--- src/rtl/sci_pkg.sv ---
// Shared SCI arbitration definitions: FSM encoding and packed-vector helpers.
package sci_pkg;

  typedef enum logic [1:0] {
    ST_IDLE = 2'd0,
    ST_BUSY = 2'd1,
    ST_GAP  = 2'd2
  } state_t;

  // Low bit of requester idx's field inside a packed per-requester vector.
  function automatic int slice_lo(input int idx, input int width);
    return idx * width;
  endfunction

endpackage

--- src/rtl/rr_arbiter.sv ---
// Round-robin picker: first set request after the last winner, wrapping.
module rr_arbiter #(
  parameter int NUM_REQ = 4,
  parameter int IW      = (NUM_REQ > 1) ? $clog2(NUM_REQ) : 1
) (
  input  logic               CLK,
  input  logic               RSTN,
  input  logic [NUM_REQ-1:0] req,
  input  logic               take,
  output logic [NUM_REQ-1:0] grant_oh,
  output logic [IW-1:0]      grant_idx,
  output logic               any_req
);

  logic [IW-1:0] ptr;
  logic          found;

  function automatic logic [IW-1:0] wrap(input logic [IW-1:0] p, input int k);
    int s;
    s = (int'(p) + k) % NUM_REQ;
    return IW'(s);
  endfunction

  // Search from ptr+1 so the previous winner is checked last.
  always_comb begin
    found     = 1'b0;
    grant_idx = '0;
    grant_oh  = '0;
    for (int k = 1; k <= NUM_REQ; k++) begin
      if (!found && req[wrap(ptr, k)]) begin
        found     = 1'b1;
        grant_idx = wrap(ptr, k);
      end
    end
    if (found) grant_oh[grant_idx] = 1'b1;
    any_req = |req;
  end

  // Pointer parks on the last winner; reset value makes requester 0 first.
  always_ff @(posedge CLK) begin
    if (!RSTN)     ptr <= IW'(NUM_REQ - 1);
    else if (take) ptr <= grant_idx;
  end

endmodule

--- src/rtl/sci_master_arbiter.sv ---
// Shares one SCI_MASTER request port among NUM_REQ requesters with
// round-robin grant, REQ-low gap between transfers and hung-transfer timeout.
module sci_master_arbiter
  import sci_pkg::*;
#(
  parameter int NUM_REQ         = 4,
  parameter int ADDR_WIDTH      = 4,
  parameter int DATA_WIDTH      = 8,
  parameter int NUM_PERIPHERALS = 2,
  parameter int GAP_CYCLES      = 2,
  parameter int TIMEOUT_CYCLES  = 256
) (
  input  logic                               CLK,
  input  logic                               RSTN,
  input  logic [NUM_REQ-1:0]                 REQ_VALID,
  input  logic [NUM_REQ-1:0]                 REQ_WNR,
  input  logic [NUM_REQ*ADDR_WIDTH-1:0]      REQ_ADDR,
  input  logic [NUM_REQ*NUM_PERIPHERALS-1:0] REQ_CSN,
  input  logic [NUM_REQ*DATA_WIDTH-1:0]      REQ_WDATA,
  output logic [NUM_REQ-1:0]                 REQ_ACK,
  output logic                               REQ_ERR,
  output logic [DATA_WIDTH-1:0]              REQ_RDATA,
  output logic                               BUSY,
  output logic                               M_RSTN,
  output logic                               M_REQ,
  output logic                               M_WNR,
  output logic [ADDR_WIDTH-1:0]              M_ADDR,
  output logic [NUM_PERIPHERALS-1:0]         M_CSN,
  output logic [DATA_WIDTH-1:0]              M_WDATA,
  input  logic                               M_ACK,
  input  logic [DATA_WIDTH-1:0]              M_RDATA
);

  localparam int IW = (NUM_REQ > 1) ? $clog2(NUM_REQ) : 1;
  localparam int CW = $clog2(TIMEOUT_CYCLES + GAP_CYCLES) + 1;
  localparam logic [NUM_PERIPHERALS-1:0] CSN_NONE = '1;
  localparam logic [CW-1:0] TMO_LAST = CW'(TIMEOUT_CYCLES - 1);
  // The IDLE arbitration cycle also keeps M_REQ low, so GAP covers the
  // remaining GAP_CYCLES-1 cycles (skipped entirely when GAP_CYCLES is 1).
  localparam logic [CW-1:0] GAP_LAST  = CW'((GAP_CYCLES > 1) ? GAP_CYCLES - 2 : 0);
  localparam state_t        GAP_ENTRY = (GAP_CYCLES > 1) ? ST_GAP : ST_IDLE;

  typedef struct packed {
    logic                       wnr;
    logic [ADDR_WIDTH-1:0]      addr;
    logic [NUM_PERIPHERALS-1:0] csn;
    logic [DATA_WIDTH-1:0]      wdata;
  } sci_req_t;

  state_t             state, state_nxt;
  logic [CW-1:0]      cnt, cnt_nxt;
  logic [NUM_REQ-1:0] gnt_oh, cur_oh;
  logic [IW-1:0]      gnt_idx;
  logic               any_req, take, fin_ok, fin_err, tmo;
  sci_req_t           gnt_req;

  rr_arbiter #(.NUM_REQ(NUM_REQ), .IW(IW)) u_arb (
    .CLK      (CLK),
    .RSTN     (RSTN),
    .req      (REQ_VALID),
    .take     (take),
    .grant_oh (gnt_oh),
    .grant_idx(gnt_idx),
    .any_req  (any_req)
  );

  // Mux the granted requester's payload out of the packed request buses.
  always_comb begin
    gnt_req.wnr   = REQ_WNR[gnt_idx];
    gnt_req.addr  = REQ_ADDR[slice_lo(int'(gnt_idx), ADDR_WIDTH) +: ADDR_WIDTH];
    gnt_req.csn   = REQ_CSN[slice_lo(int'(gnt_idx), NUM_PERIPHERALS) +: NUM_PERIPHERALS];
    gnt_req.wdata = REQ_WDATA[slice_lo(int'(gnt_idx), DATA_WIDTH) +: DATA_WIDTH];
  end

  // Next-state logic; one counter serves both the BUSY timeout and the GAP.
  always_comb begin
    state_nxt = state;
    cnt_nxt   = cnt;
    take      = 1'b0;
    fin_ok    = 1'b0;
    fin_err   = 1'b0;
    tmo       = 1'b0;
    case (state)
      ST_IDLE: begin
        if (any_req) begin
          take    = 1'b1;
          cnt_nxt = '0;
          if (gnt_req.csn == CSN_NONE) begin
            fin_err   = 1'b1;
            state_nxt = GAP_ENTRY;
          end else begin
            state_nxt = ST_BUSY;
          end
        end
      end
      ST_BUSY: begin
        if (M_ACK) begin
          fin_ok    = 1'b1;
          cnt_nxt   = '0;
          state_nxt = GAP_ENTRY;
        end else if (cnt == TMO_LAST) begin
          fin_err   = 1'b1;
          tmo       = 1'b1;
          cnt_nxt   = '0;
          state_nxt = GAP_ENTRY;
        end else begin
          cnt_nxt = cnt + 1'b1;
        end
      end
      ST_GAP: begin
        if (cnt == GAP_LAST) begin
          cnt_nxt   = '0;
          state_nxt = ST_IDLE;
        end else begin
          cnt_nxt = cnt + 1'b1;
        end
      end
      default: state_nxt = ST_IDLE;
    endcase
  end

  // State and counter registers.
  always_ff @(posedge CLK) begin
    if (!RSTN) begin
      state <= ST_IDLE;
      cnt   <= '0;
    end else begin
      state <= state_nxt;
      cnt   <= cnt_nxt;
    end
  end

  // Registered outputs: master request side, completion pulse, master reset.
  always_ff @(posedge CLK) begin
    if (!RSTN) begin
      REQ_ACK   <= '0;
      REQ_ERR   <= 1'b0;
      REQ_RDATA <= '0;
      BUSY      <= 1'b0;
      M_RSTN    <= 1'b0;
      M_REQ     <= 1'b0;
      M_WNR     <= 1'b0;
      M_ADDR    <= '0;
      M_CSN     <= CSN_NONE;
      M_WDATA   <= '0;
      cur_oh    <= '0;
    end else begin
      REQ_ACK <= '0;
      REQ_ERR <= 1'b0;
      M_RSTN  <= ~tmo;
      BUSY    <= (state_nxt != ST_IDLE);
      if (take) begin
        cur_oh  <= gnt_oh;
        M_WNR   <= gnt_req.wnr;
        M_ADDR  <= gnt_req.addr;
        M_CSN   <= gnt_req.csn;
        M_WDATA <= gnt_req.wdata;
        M_REQ   <= (gnt_req.csn != CSN_NONE);
      end
      if (fin_ok || fin_err) begin
        REQ_ACK   <= take ? gnt_oh : cur_oh;
        REQ_ERR   <= fin_err;
        REQ_RDATA <= (fin_ok && !M_WNR) ? M_RDATA : '0;
        M_REQ     <= 1'b0;
        M_CSN     <= CSN_NONE;
      end
    end
  end

endmodule

--- config.mk ---
export PLATFORM = sky130hd
export DESIGN_NAME = sci_master_arbiter
export DESIGN_NICKNAME = d
export VERILOG_FILES = /design/src/rtl/sci_pkg.sv /design/src/rtl/rr_arbiter.sv /design/src/rtl/sci_master_arbiter.sv
export SDC_FILE = /design/constraint.sdc
export NUM_CORES = 1
export LEC_CHECK = 0
export BUFFER_PORTS_ARGS = -buffer_cell sky130_fd_sc_hd__buf_2
export CORE_MARGIN = 10
export CORE_UTILIZATION = 44
export CTS_CLUSTER_DIAMETER = 100
export DETAILED_ROUTE_END_ITERATION = 16
export GPL_TIMING_DRIVEN = 0
export PLACE_DENSITY = 0.79
export SYNTH_ARGS = -nofsm -noshare
export SYNTH_HDL_FRONTEND = slang
export SYNTH_SLANG_ARGS = --single-unit
--- constraint.sdc ---
create_clock -name CLK -period 1.7 [get_ports CLK]
set_input_delay 0.255 -clock CLK [delete_from_list [all_inputs] [get_ports CLK]]
set_output_delay 0.255 -clock CLK [all_outputs]
set_load 0.02 [all_outputs]
==> impl_metrics.yaml <==
outcome:
  outcome: "complete, but fails checks"
  violations: "setup timing"
hold_path:
  hp-start: "M_RDATA[0]"
  hold_end: "REQ_RDATA[0]"
  hold_depth: 2
  hold_class: "in2reg"
sta:
  max_freq_mhz: 501
  slew_headroom_pct: 55.2
  worst_slew_pin_slew_ps: 671
  period_share_pct: 117
  finalCriticalPeriod_ps: 2000
  whs_ps: 161
  slew_violations: 0
  hold_violations: 0
  setup_viol: 44
  rsz0062_at_grt: "yes"
  fin_skew_ps: 11.7
  setup_ws_ps: -295
placement:
  place_hpwl_mm: 5.94
  gp_congestion: 0.828
  dp_cells: 454
  postPlaceCellArea_sq_mm: 0.00326
  place_ws_ps: -526
  port-buffer-count: 105
detailed_routing:
  via_per_inst: 5.57
  drc: 0
  ant_nets: 0
  drt_iter0_markers: 122
  vias: 2741
  wl_per_cell_um: 19.0
  finalWirelength_mm: 9.33
  first_pass_iters: 4
floorplanning:
  floorplan.initialDensity_pct: 44.9
  ioPinCount: 106
  die_y_um: 97.2
  rows: 28
  core_area_sq_mm: 0.00585
  dieWidth_um: 97.2
  die_area_sq_mm: 0.00946
global_routing:
  track_usage_pct: 18.1
  met2_usage_pct: 33.0
  gr-total-overflow: 0
  use_met1_pct: 19.6
  busiest_layer: "met2"
  use_met3_pct: 4.91
  grt_max_degree: 16
  grt_pass1_vias: 2905
  antenna_found_initial: 0
  grt_pass1_wl_mm: 14.5
clock_tree:
  cts_hold_buf: 0
  root_buffer: "clkbuf_8"
  numCtsBuffers: 5
  ctsHtreeMaxLevel: 2
  clkSinkCount: 49
  clock_latency_ps: 310
  cts_tree: "built"
  cts_max_path_buffers: 2
  clkTransAtPathRegs_ps: 100
synth:
  ys_ff_latch: 49
  synth_seq_area_share_pct: 37.4
  synth_area_leaders: "dfxtp_1, mux2i_1, mux2_2"
  yosysTopAreaCell: "dfxtp_1"
  synth_ff_type: "dfxtp_1"
  yosys.area.top_type_share_pct: 37.4
  synth_cells: 274
  yosysWarnings: 0
  synth_area_sq_mm: 0.00263
  syn_area_per_cell_sq_um: 9.58
  ys_types: 49
  synth.net_count: 356
  async_flop_share_pct: 0
  synth_enable_flop_cells: 0
cells_and_area:
  fin_cells: 492
  nNetsFinal: 498
  stdcell_area_sq_mm: 0.00401
  drive_gt1_share_pct: 54.7
  n_antenna_cell: 0
  area_delta_synth_final_pct: 52.9
  post-route-util_pct: 68.6
worst_setup_path:
  max_stage_delay_ps: 470
  worstPathArrival_ps: 2200
  cp_top_family: "compound AO/OA/AOI/OAI gates"
  r2r_slack_ps: -300
  crit_cells: 7
  cp_max_fo: 4
  worstPathRequired_ps: 1900
  crit_path_cell_trace: "inv_2, ha_4, or4b_4, o41ai_4, a21boi_2, o21ai_2, nor2_1"
  r2r-end: "cnt[1]"
  cp-end-kind: "register"
  worstSetupPathType: "reg2reg"
  reg2reg_from: "cnt[1]"
  critical-path-slowest-cell: "or4b_4"
  path_buf_inv: 1
  r2r_cells: 7
  start_kind: "register"
pwr:
  p_leak_nw: 1.86
  power.density_mw_per_mm2: 1290
  peakVddDrop_v: 0.000835
run:
  maxCapViolations: 0
cell type report:
type / instances / area (sq um)
Inverter: 8 / 32.5
Fill cell: 415 / 1840
Clock buffer: 5 / 68.8
Sequential cell: 49 / 992
Clock inverter: 3 / 65.1
Multi-Input combinational cell: 202 / 1820
Timing Repair Buffer: 134 / 801
Buffer: 16 / 143
Tap cell: 75 / 93.8
what timing repair did:
item,in CTS,in global routing
endpoints found under the setup margin,46,45
cloned,6,0
setup buffers,19,8
pin swaps,17,10
gates resized for setup,56,49
cells by family (layout without fill, tap and decap cells):
| logic type | count (synthesis) | after routing | synth area share [%] |
|---|---|---|---|
| adders and majority gates | 7 | 7 | 3.34 |
| buffers and inverters | 24 | 166 | 4.39 |
| and+or+nand+nor | 80 | 80 | 15.8 |
| DFF | 49 | 49 | 37.4 |
| xor gates and xnor gates | 8 | 8 | 2.67 |
| muxes | 48 | 48 | 19.6 |
| AOI/OAI and AO/OA | 58 | 59 | 16.8 |
synth_stat cells, drive strengths merged (3+ instances only):
| cell type | count |
|---|---|
| a21oi | 7 |
| a32o | 10 |
| and4 | 3 |
| buf | 9 |
| clkbuf | 7 |
| dfxtp | 49 |
| ha | 7 |
| inv | 8 |
| mux2 | 15 |
| mux2i | 33 |
| nand2 | 17 |
| nand3 | 19 |
| nor2 | 20 |
| nor2b | 6 |
| o211ai | 4 |
| o21ai | 22 |
| xnor2 | 4 |
| xor2 | 4 |
registers in the layout (all words and copies together), names as in the netlist, 2 cells and up:
| signal | flops |
|---|---|
| cnt | 10 |
| u_arb.ptr | 2 |
| cur_oh | 4 |
| M_CSN | 2 |
| M_WDATA | 8 |
| state | 2 |
| REQ_ACK | 4 |
| M_ADDR | 4 |
| REQ_RDATA | 8 |
metal layers:
layer	part of all wire (%)	wire, um
met1	38	3560
met2	52	4890
met3	6.7	627
met4	2.8	257
met5	0	0
cell usage in the layout (no fill, tap or decap), types with 3 or more instances in the layout:
| cell | count |
|---|---|
| nor2b_1 | 5 |
| dfxtp_2 | 6 |
| buf_4 | 19 |
| and4_1 | 3 |
| a21oi_2 | 4 |
| buf_6 | 12 |
| o21ai_1 | 3 |
| a21oi_1 | 3 |
| ha_1 | 4 |
| nor2_1 | 16 |
| mux2_4 | 13 |
| clkbuf_1 | 3 |
| xnor2_1 | 4 |
| o21ai_2 | 14 |
| nor2_2 | 3 |
| clkbuf_8 | 5 |
| xor2_1 | 4 |
| o21ai_0 | 4 |
| a32o_1 | 10 |
| mux2i_1 | 30 |
| dfxtp_1 | 42 |
| nand2_1 | 14 |
| nand3_1 | 17 |
| inv_1 | 6 |
| buf_2 | 107 |
| o211ai_1 | 4 |
power breakdown:
| group | total (W) | internal, W | switching (W) |
|---|---|---|---|
| Sequential | 0.00151 | 0.00137 | 0.000136 |
| Clock | 0.000981 | 0.000584 | 0.000397 |
| Combinational | 0.00267 | 0.00128 | 0.00138 |
worst max path at each step:
| stage | endpoint | from |
|---|---|---|
| 2_1_floorplan | cnt[0] | cnt[0] |
| 3_3_place_gp | REQ_ACK[0] | REQ_VALID[3] |
| 3_5_place_dp | REQ_ACK[0] | REQ_VALID[3] |
| 4_1_cts | REQ_RDATA[4] | u_arb.ptr[0] |
| 5_1_grt | cnt[9] | cnt[1] |
| 6_report | cnt[1] | cnt[1] |
worst register-to-register path: cells and delay by family, from the launching register on:
kind | cells | cell delay, ps
flops | 1 | 340
fa+ha+maj | 1 | 130
compound gates | 3 | 800
buf+inv | 1 | 80
simple gates | 2 | 550
per-stage QoR:
stage          TNS [ps]  total power (W)
6_report          -7740          0.00516
2_1_floorplan     -1630          0.00277
3_5_place_dp     -18160          0.00330
3_3_place_gp     -15850          0.00326
5_1_grt          -10340          0.00539
4_1_cts           -6580          0.00481
Note: power is estimated with default switching activity, not from simulation.
